$ cat src/rtl/seq_divider_if.sv
// Start/done handshake bundle for the sequential restoring divider.
// The master drives operands and start; the slave returns status and results.
interface seq_divider_if #(
  parameter int N_WIDTH = 16,
  parameter int D_WIDTH = 8
);
  logic               start;
  logic [N_WIDTH-1:0] dividend;
  logic [D_WIDTH-1:0] divisor;
  logic               busy;
  logic               done;
  logic [N_WIDTH-1:0] quotient;
  logic [D_WIDTH-1:0] remainder;
  logic               div_by_zero;

  modport master (
    output start, dividend, divisor,
    input  busy, done, quotient, remainder, div_by_zero
  );

  modport slave (
    input  start, dividend, divisor,
    output busy, done, quotient, remainder, div_by_zero
  );
endinterface

$ cat src/rtl/seq_divider.sv
// Sequential restoring divider: one quotient bit per clock via ripple trial-subtract.
// A zero divisor is answered on the accept edge with an all-ones quotient and a flag.
module seq_divider #(
  parameter int N_WIDTH = 16,
  parameter int D_WIDTH = 8
) (
  input  logic          clk,
  input  logic          rst_n,
  seq_divider_if.slave  bus_if
);

  localparam int CNT_W = (N_WIDTH > 1) ? $clog2(N_WIDTH) : 1;

  typedef enum logic {IDLE = 1'b0, RUN = 1'b1} state_t;

  state_t             state_q, state_d;
  logic [N_WIDTH-1:0] dvd_q, dvd_d;
  logic [D_WIDTH-1:0] dvs_q, dvs_d;
  logic [D_WIDTH:0]   prem_q, prem_d;
  logic [CNT_W-1:0]   cnt_q, cnt_d;
  logic [N_WIDTH-1:0] quo_q, quo_d;
  logic [D_WIDTH-1:0] rem_q, rem_d;
  logic               dbz_q, dbz_d;
  logic               done_q, done_d;
  logic               busy_q, busy_d;

  logic [D_WIDTH:0]   shift_rem;
  logic [D_WIDTH+1:0] sub_res;
  logic               trial_neg;

  // Ripple-borrow subtractor; MSB of the result is the borrow out (negative result).
  function automatic logic [D_WIDTH+1:0] ripple_sub(input logic [D_WIDTH:0] a,
                                                    input logic [D_WIDTH:0] b);
    logic [D_WIDTH:0] diff;
    logic             borrow;
    diff   = {(D_WIDTH+1){1'b0}};
    borrow = 1'b0;
    for (int i = 0; i <= D_WIDTH; i++) begin
      diff[i] = a[i] ^ b[i] ^ borrow;
      borrow  = (~a[i] & b[i]) | (~(a[i] ^ b[i]) & borrow);
    end
    return {borrow, diff};
  endfunction

  // Next-state, datapath step and result capture.
  always_comb begin
    shift_rem = {prem_q[D_WIDTH-1:0], dvd_q[N_WIDTH-1]};
    sub_res   = ripple_sub(shift_rem, {1'b0, dvs_q});
    trial_neg = sub_res[D_WIDTH+1];
    state_d   = state_q;
    dvd_d     = dvd_q;
    dvs_d     = dvs_q;
    prem_d    = prem_q;
    cnt_d     = cnt_q;
    quo_d     = quo_q;
    rem_d     = rem_q;
    dbz_d     = dbz_q;
    busy_d    = busy_q;
    done_d    = 1'b0;
    case (state_q)
      IDLE: begin
        if (bus_if.start) begin
          if (bus_if.divisor != {D_WIDTH{1'b0}}) begin
            dvd_d   = bus_if.dividend;
            dvs_d   = bus_if.divisor;
            prem_d  = {(D_WIDTH+1){1'b0}};
            cnt_d   = {CNT_W{1'b0}};
            dbz_d   = 1'b0;
            busy_d  = 1'b1;
            state_d = RUN;
          end else begin
            quo_d  = {N_WIDTH{1'b1}};
            rem_d  = bus_if.dividend[D_WIDTH-1:0];
            dbz_d  = 1'b1;
            done_d = 1'b1;
          end
        end else begin
          busy_d = 1'b0;
        end
      end
      RUN: begin
        // Restore on borrow by keeping the unsubtracted shifted remainder.
        prem_d = trial_neg ? shift_rem : sub_res[D_WIDTH:0];
        dvd_d  = {dvd_q[N_WIDTH-2:0], ~trial_neg};
        cnt_d  = cnt_q + CNT_W'(1);
        if (cnt_q == CNT_W'(N_WIDTH - 1)) begin
          quo_d   = {dvd_q[N_WIDTH-2:0], ~trial_neg};
          rem_d   = prem_d[D_WIDTH-1:0];
          done_d  = 1'b1;
          busy_d  = 1'b0;
          state_d = IDLE;
        end else begin
          busy_d = 1'b1;
        end
      end
      default: begin
        busy_d  = 1'b0;
        state_d = IDLE;
      end
    endcase
  end

  // State and datapath registers with asynchronous clear.
  always_ff @(posedge clk or negedge rst_n) begin
    if (!rst_n) begin
      state_q <= IDLE;
      dvd_q   <= {N_WIDTH{1'b0}};
      dvs_q   <= {D_WIDTH{1'b0}};
      prem_q  <= {(D_WIDTH+1){1'b0}};
      cnt_q   <= {CNT_W{1'b0}};
      quo_q   <= {N_WIDTH{1'b0}};
      rem_q   <= {D_WIDTH{1'b0}};
      dbz_q   <= 1'b0;
      done_q  <= 1'b0;
      busy_q  <= 1'b0;
    end else begin
      state_q <= state_d;
      dvd_q   <= dvd_d;
      dvs_q   <= dvs_d;
      prem_q  <= prem_d;
      cnt_q   <= cnt_d;
      quo_q   <= quo_d;
      rem_q   <= rem_d;
      dbz_q   <= dbz_d;
      done_q  <= done_d;
      busy_q  <= busy_d;
    end
  end

  assign bus_if.busy        = busy_q;
  assign bus_if.done        = done_q;
  assign bus_if.quotient    = quo_q;
  assign bus_if.remainder   = rem_q;
  assign bus_if.div_by_zero = dbz_q;

endmodule

$ cat src/flat_wrapper.sv
// flat-port wrapper written by rule: the top's interface ports become plain ports
module seq_divider_flat 
#(
  parameter int N_WIDTH = 16,
  parameter int D_WIDTH = 8
)
  (clk, rst_n, bus_if_start, bus_if_dividend, bus_if_divisor, bus_if_busy, bus_if_done, bus_if_quotient, bus_if_remainder, bus_if_div_by_zero);
  seq_divider_if #(.N_WIDTH(N_WIDTH), .D_WIDTH(D_WIDTH)) bus_if_i ();
  input  logic clk;
  input  logic rst_n;
  input wire logic [$bits(bus_if_i.start)-1:0] bus_if_start;
  input wire logic [$bits(bus_if_i.dividend)-1:0] bus_if_dividend;
  input wire logic [$bits(bus_if_i.divisor)-1:0] bus_if_divisor;
  output wire logic [$bits(bus_if_i.busy)-1:0] bus_if_busy;
  output wire logic [$bits(bus_if_i.done)-1:0] bus_if_done;
  output wire logic [$bits(bus_if_i.quotient)-1:0] bus_if_quotient;
  output wire logic [$bits(bus_if_i.remainder)-1:0] bus_if_remainder;
  output wire logic [$bits(bus_if_i.div_by_zero)-1:0] bus_if_div_by_zero;
  assign bus_if_i.start = bus_if_start;
  assign bus_if_i.dividend = bus_if_dividend;
  assign bus_if_i.divisor = bus_if_divisor;
  assign bus_if_busy = bus_if_i.busy;
  assign bus_if_done = bus_if_i.done;
  assign bus_if_quotient = bus_if_i.quotient;
  assign bus_if_remainder = bus_if_i.remainder;
  assign bus_if_div_by_zero = bus_if_i.div_by_zero;
  seq_divider #(.N_WIDTH(N_WIDTH), .D_WIDTH(D_WIDTH)) u_core (.clk(clk), .rst_n(rst_n), .bus_if(bus_if_i));
endmodule
$ cat config.mk
export PLATFORM = sky130hd
export DESIGN_NAME = seq_divider_flat
export DESIGN_NICKNAME = d
export VERILOG_FILES = /design/src/rtl/seq_divider_if.sv /design/src/rtl/seq_divider.sv /design/src/flat_wrapper.sv
export SDC_FILE = /design/constraint.sdc
export NUM_CORES = 1
export LEC_CHECK = 0
export BUFFER_PORTS_ARGS = -buffer_cell sky130_fd_sc_hd__buf_2
export CELL_PAD_IN_SITES_DETAIL_PLACEMENT = 1
export CELL_PAD_IN_SITES_GLOBAL_PLACEMENT = 1
export CORE_UTILIZATION = 40
export DETAILED_ROUTE_END_ITERATION = 12
export HOLD_SLACK_MARGIN = 0.15
export PLACE_DENSITY_LB_ADDON = 0.1
export SLEW_MARGIN = 10
export SYNTH_ARGS = -nofsm -noshare
export SYNTH_HDL_FRONTEND = slang
export SYNTH_SLANG_ARGS = --single-unit
$ cat constraint.sdc
create_clock -name clk -period 5.5 [get_ports clk]
set_input_delay 0.825 -clock clk [delete_from_list [all_inputs] [get_ports clk]]
set_output_delay 0.825 -clock clk [all_outputs]
set_load 0.01 [all_outputs]
Word level (Yosys, flattened, before mapping)
Index checks and enable logic that the tools add are counted.
- add/subtract/negate cells: 1
- equality and inequality tests: 6
- multiplexer cells: 29
- bitwise logic cells: 56
- reductions and logical operators: 5
- operators with widths (operator ; number):
    two-way mux 16 bit ; 5
    one-hot mux 16 bit (2 select lines) ; 2
    two-way mux 8 bit ; 6
    one-hot mux 8 bit (2 select lines) ; 2
    NOT 1 bit ; 18
    bitwise AND 1 bit ; 16
    XOR 1 bit ; 15
    two-way mux 1 bit ; 8
    two-way mux 4 bit ; 2
    one-hot mux 4 bit (2 select lines) ; 1
    nonzero test 8 bit ; 1
    bitwise OR 1 bit ; 7
    != test 2 bit, second input constant ; 3
    one-hot mux 1 bit (2 select lines) ; 3
    AND reduction 3 bit ; 2
    adder 4 x 1 -> 4 bit, second input constant ; 1
    equality test 4 bit, second input constant ; 1
    AND reduction 2 bit ; 2
    != test 3 x 2 -> 1 bit, second input constant ; 1
    != test 2 x 1 -> 1 bit, second input constant ; 1
- flip-flop bits (word level): 64
- input bits: 27
- output and inout port bits: 27
- logic and storage cells: 107

Depth between registers and ports, before layout
- word-level depth: 20
- depth in mapped cells: 16

Least setup slack after synthesis
OpenSTA, ideal clock, no wires.
- path type: register to register
- start: register u_core.dvd_q[15]
- end: register u_core.prem_q[2]
- library setup time: 0.120 ns
- arrival time: 4.084 ns
- data required time: 5.380 ns
- setup slack: 1.296 ns
- cell stages (with the launch flop): 17
- buffers on the path: 1
- cell sequence: dfrtp_1 inv_1 ha_1 inv_1 fa_1 fa_1 fa_1 fa_1 fa_1 inv_1 fa_1 fa_1 nor2b_1 buf_2 mux2i_1 nor2_1 a31o_2
- cells in the longest elaborated chain, start to end: 19
- ends and longest elaborated chain (what ; RTL line ; text):
    start: declaration ; seq_divider.sv:17 ; logic [N_WIDTH-1:0] dvd_q, dvd_d;
    start signal: assignment ; seq_divider.sv:107 ; dvd_q <= {N_WIDTH{1'b0}};
    start signal: assignment ; seq_divider.sv:118 ; dvd_q <= dvd_d;
    NOT 1 bit (*) ; seq_divider.sv:40 ; borrow = (~a[i] & b[i]) | (~(a[i] ^ b[i]) & borrow);
    bitwise AND 1 bit (*) (2 in series) ; seq_divider.sv:40 ;
    bitwise OR 1 bit (*) ; seq_divider.sv:40 ;
    bitwise AND 1 bit ; seq_divider.sv:40 ;
    bitwise OR 1 bit ; seq_divider.sv:40 ;
    bitwise AND 1 bit ; seq_divider.sv:40 ;
    bitwise OR 1 bit ; seq_divider.sv:40 ;
    bitwise AND 1 bit ; seq_divider.sv:40 ;
    [... 2 more ...] ; - ;
    bitwise OR 1 bit ; seq_divider.sv:40 ;
    bitwise AND 1 bit ; seq_divider.sv:40 ;
    bitwise OR 1 bit ; seq_divider.sv:40 ;
    bitwise AND 1 bit ; seq_divider.sv:40 ;
    bitwise OR 1 bit ; seq_divider.sv:40 ;
    bitwise AND 1 bit ; seq_divider.sv:40 ;
    two-way mux 8 bit (*) ; seq_divider.sv:83 ; prem_d = trial_neg ? shift_rem : sub_res[D_WIDTH:0];
    one-hot mux 8 bit (2 select lines) (*) ; seq_divider.sv:60 ; case (state_q)
    end signal: assignment ; seq_divider.sv:109 ; prem_q <= {(D_WIDTH+1){1'b0}};
    end signal: assignment ; seq_divider.sv:120 ; prem_q <= prem_d;
    end: declaration ; seq_divider.sv:19 ; logic [D_WIDTH:0] prem_q, prem_d;
Mark *: on every way between the ends. The rest lies on a longest branch, timed or not.
A chain may end at the register's enable or synchronous reset.

Final worst setup path
- start: register u_core.dvd_q[15]
- end: register u_core.rem_q[3], in the netlist u_core.bus_if.remainder[3]
- cells in the longest elaborated chain, start to end: 20
- ends and longest elaborated chain (what ; RTL line ; text):
    NOT 1 bit (*) ; seq_divider.sv:40 ;
    bitwise AND 1 bit (*) (2 in series) ; seq_divider.sv:40 ;
    bitwise OR 1 bit (*) ; seq_divider.sv:40 ;
    bitwise AND 1 bit (*) ; seq_divider.sv:40 ;
    bitwise OR 1 bit (*) ; seq_divider.sv:40 ;
    bitwise AND 1 bit ; seq_divider.sv:40 ;
    bitwise OR 1 bit ; seq_divider.sv:40 ;
    bitwise AND 1 bit ; seq_divider.sv:40 ;
    [... 3 more ...] ; - ;
    bitwise AND 1 bit ; seq_divider.sv:40 ;
    bitwise OR 1 bit ; seq_divider.sv:40 ;
    bitwise AND 1 bit ; seq_divider.sv:40 ;
    bitwise OR 1 bit ; seq_divider.sv:40 ;
    bitwise AND 1 bit ; seq_divider.sv:40 ;
    two-way mux 8 bit (*) ; seq_divider.sv:83 ;
    two-way mux 8 bit (*) ; seq_divider.sv:86 ; if (cnt_q == CNT_W'(N_WIDTH - 1)) begin
    one-hot mux 8 bit (2 select lines) (*) ; seq_divider.sv:60 ;
    end signal: assignment ; seq_divider.sv:112 ; rem_q <= {D_WIDTH{1'b0}};
    end signal: assignment ; seq_divider.sv:123 ; rem_q <= rem_d;
    end: declaration ; seq_divider.sv:22 ; logic [D_WIDTH-1:0] rem_q, rem_d;
Mark *: on every way between the ends. The rest lies on a longest branch, timed or not. The select of a mux whose other input is x is not followed.

==> reports/metrics.csv <==
stage,metric,value,unit
synthesis,Synth Instances,290,
cells_and_area,Nets,376,
critical_path,R2R cell count,16,
grt,gr usage total,0.1987,
synthesis,syn nets,326,
sta,RSZ-0062 raised after global routing,false,
critical_path,Crit Path Max Fanout,10,
placement,Post-DP Area,0.003391,mm2
sta,Tightest Pin Transition,0.9830,ns
grt,vias in the first global route,2307,
clock_tree,post-cts resize count,0,
floorplan,core area,0.007292,mm2
critical_path,Worst setup SP type,flip-flop,
cells_and_area,Antenna Cells,0,
cells_and_area,"commonest non-fill, non-tap cell in the layout",dfrtp_1,
cells_and_area,"Design Area, Final",0.003611,mm2
power,Sequential Power Share,0.385,
drt,Starting DRT DRC Count,86,
cells_and_area,most frequent cells in the layout,"63 x dfrtp_1, 53 x buf_2, 27 x inv_1",
grt,initial antenna violation count,0,
grt,grt total ovfl,0,
clock_tree,"Reg clk slew, reported paths",0.07,ns
placement,gpl congestion,0.7455,
power,Comb power frac,0.420,
placement,I/O Buffers,53,
synthesis,"Seq/Total Area, Yosys",0.5274,
floorplan,Die ar.,0.007944,mm2
floorplan,row count,31,
synthesis,Post-Synthesis Cell Area,0.003037,mm2
synthesis,Synth cell types,34,
drt,WL final,6989,um
synthesis,Synth area leader,dfrtp_1,
drt,WL/cell,15.74,um
cells_and_area,share of layout cells above drive strength 1,0.2551,
sta,setup TNS,0,ns
power,Clk pwr share,0.196,
clock_tree,root buffer cell,clkbuf_8,
cells_and_area,Layout Area Growth over Synthesis,18.91,%
floorplan,io pins,54,
clock_tree,H-tree Lvls,3,
sta,Final period util,0.8126,
critical_path,kind of critical path,flip-flop to flip-flop,
clock_tree,CTS buffer count,9,
synthesis,share of the synthesized area in the top cell type,0.5274,
synthesis,synth top area cells,"dfrtp_1 53%, mux2i_1 7.9%, fa_1 4.6%",
drt,drt first pass iters,4,
sta,Final min period,4.469,ns
placement,dpl hpwl,4667,um
clock_tree,CTS tree,yes,
clock_tree,Post-CTS Setup Bufs,0,
power,Peak VDD IR,0.0002331,V
worst_hold_path,hold depth,1,
power,Static Leak,1.767,nW
sta,Setup Viol. Count Final,0,
sta,Max-Slew Margin vs Limit,0.3447,
clock_tree,Clock Sinks,64,
clock_tree,Max Buffers Root-to-Sink,2,
status,status,"complete, no violations",
power,sw frac,0.3873,
drt,post-DR vias/cell,5.101,
synthesis,#FFs+latches synth,64,
critical_path,Worst Setup End Kind,flip-flop,
drt,# DRC,0,
sta,Pins Over Slew Limit,0,
run,max_cap viols,0,
power,cell-internal power,1.413,mW
floorplan,Die Y,89.13,um
grt,global-route wire length before repair,11720,um
sta,Max Freq,223.8,MHz
grt,largest net degree at the start of global routing,65,
critical_path,CP required,5.74,ns
sta,Setup Skew,0.01216,ns
worst_hold_path,Hold WC Path Type,flip-flop to flip-flop,
critical_path,"Arr. time, crit path",4.70,ns
synthesis,syn_area_per_cell,10.47,um2
power,NetSw,0.8933,mW
drt,via count,2265,
drt,remaining antenna violation count,0,
cells_and_area,Fillers,871,
clock_tree,hold_buf cts,0,
synthesis,"Warnings, synthesis",0,
floorplan,Die X-Extent,89.13,um
power,pwr dens,638.8,mW/mm2
floorplan,Initial Utilization,0.4164,
sta,"Hold Vio Cnt, Final",0,
clock_tree,"Clk Latency, worst-skew pair",0.35,ns
## sequential cells by signal, summed over array words and instances, names as in the netlist, 4 cells and up
signal and count:
u_core.prem_q 8, u_core.cnt_q 4, u_core.dvs_q 8, u_core.dvd_q 16, u_core.bus_if.remainder 8, u_core.bus_if.quotient 16
## power by group through the flow
stage,Sequential (mW),Combinational (mW),Clock (mW)
floorplan,0.857,0.716,0
global placement,0.889,0.942,0
detailed placement,0.897,0.990,0
CTS,0.889,0.994,0.462
global route,0.924,1.12,0.481
finish,0.887,0.968,0.451
## path summary, 6_finish.rpt
path	slack (ns)	startpoint	endpoint
min in group asynchronous	0.66	rst_n	u_core.bus_if.quotient[1]$_DFFE_PN0P_
min	0.48	u_core.bus_if.remainder[1]$_DFFE_PN0P_	u_core.bus_if.remainder[1]$_DFFE_PN0P_
max in group asynchronous	4.25	rst_n	u_core.state_q$_DFF_PN0_
min reg2reg	0.48	u_core.bus_if.remainder[1]$_DFFE_PN0P_	u_core.bus_if.remainder[1]$_DFFE_PN0P_
max reg2reg	1.03	u_core.dvd_q[15]$_DFFE_PN0P_	u_core.bus_if.remainder[3]$_DFFE_PN0P_
max	1.03	u_core.dvd_q[15]$_DFFE_PN0P_	u_core.bus_if.remainder[3]$_DFFE_PN0P_
## final cells by class
class,instances,area [um2],share of cell area
clock inverter,7,96.34,0.02668
sequential,64,1603,0.4439
clock buffer,9,123.9,0.03430
tap,99,123.9,0.03430
inverter,28,105.1,0.02911
timing repair buffer,57,295.3,0.08177
multi-input combinational,180,1264,0.3500
## metal layers
layer / global-route usage / share of wire / wire length, um / vias to the layer above
li1: - / - / - / 1095
met1: 0.2777 / 0.49 / 3428 / 1121
met2: 0.3095 / 0.47 / 3285 / 42
met3: 0.03416 / 0.030 / 207 / 7
met4: 0.07792 / 0.0097 / 68 / 0
met5: 0 / 0 / 0 / -
## critical path: stages, from the launching register on
cell and delay [ns]:
dfrtp_1 0.38, inv_1 0.08, ha_1 0.15, inv_1 0.06, fa_1 0.44, fa_1 0.46
fa_1 0.46, fa_1 0.46, fa_1 0.44, inv_1 0.09, fa_1 0.21, fa_1 0.19
nor2b_1 0.12, buf_4 0.20, mux2i_1 0.30, a211oi_1 0.13, a21o_1 0.21
## kinds of logic after synthesis
family	after synthesis	synth area share
xor gates and xnor gates	2	0.005769
adders and majority gates	9	0.05439
and+or+nand+nor	71	0.1183
AOI/OAI and AO/OA	70	0.1389
buffers and inverters	46	0.06139
DFF	64	0.5274
muxes	28	0.09394
## cells in the mapped netlist, drive strengths merged
cell / count
mux2: 4
a22o: 2
o211ai: 1
clkbuf: 7
a21bo: 1
nand3: 16
fa: 7
nor4: 2
o31ai: 1
mux2i: 24
a211oi: 5
dfrtp: 64
a21o: 6
a31oi: 2
a21boi: 1
nor3: 16
xnor2: 1
nand2: 20
a31o: 5
nor2b: 2
or3b: 1
buf: 11
inv: 27
and4: 1
nor2: 13
o21ai: 26
ha: 2
clkinv: 1
xor2: 1
o21a: 1
a21oi: 19
## metrics by stage
stage | hold slack, ns | std cells | util | power, mW | setup slack, ns
detailed placement | 0.4683 | 428 | 0.4650 | 1.886 | 1.007
global placement | 0.4550 | 428 | 0.4650 | 1.831 | 1.135
finish | 0.4763 | 444 | 0.4952 | 2.307 | 1.031
floorplan | 0.4688 | 290 | - | 1.573 | 1.296
global route | 0.5093 | 444 | 0.4952 | 2.521 | 0.7645
CTS | 0.4841 | 444 | 0.4952 | 2.344 | 0.9948
No activity file was read; power rests on OpenSTA's default activity.
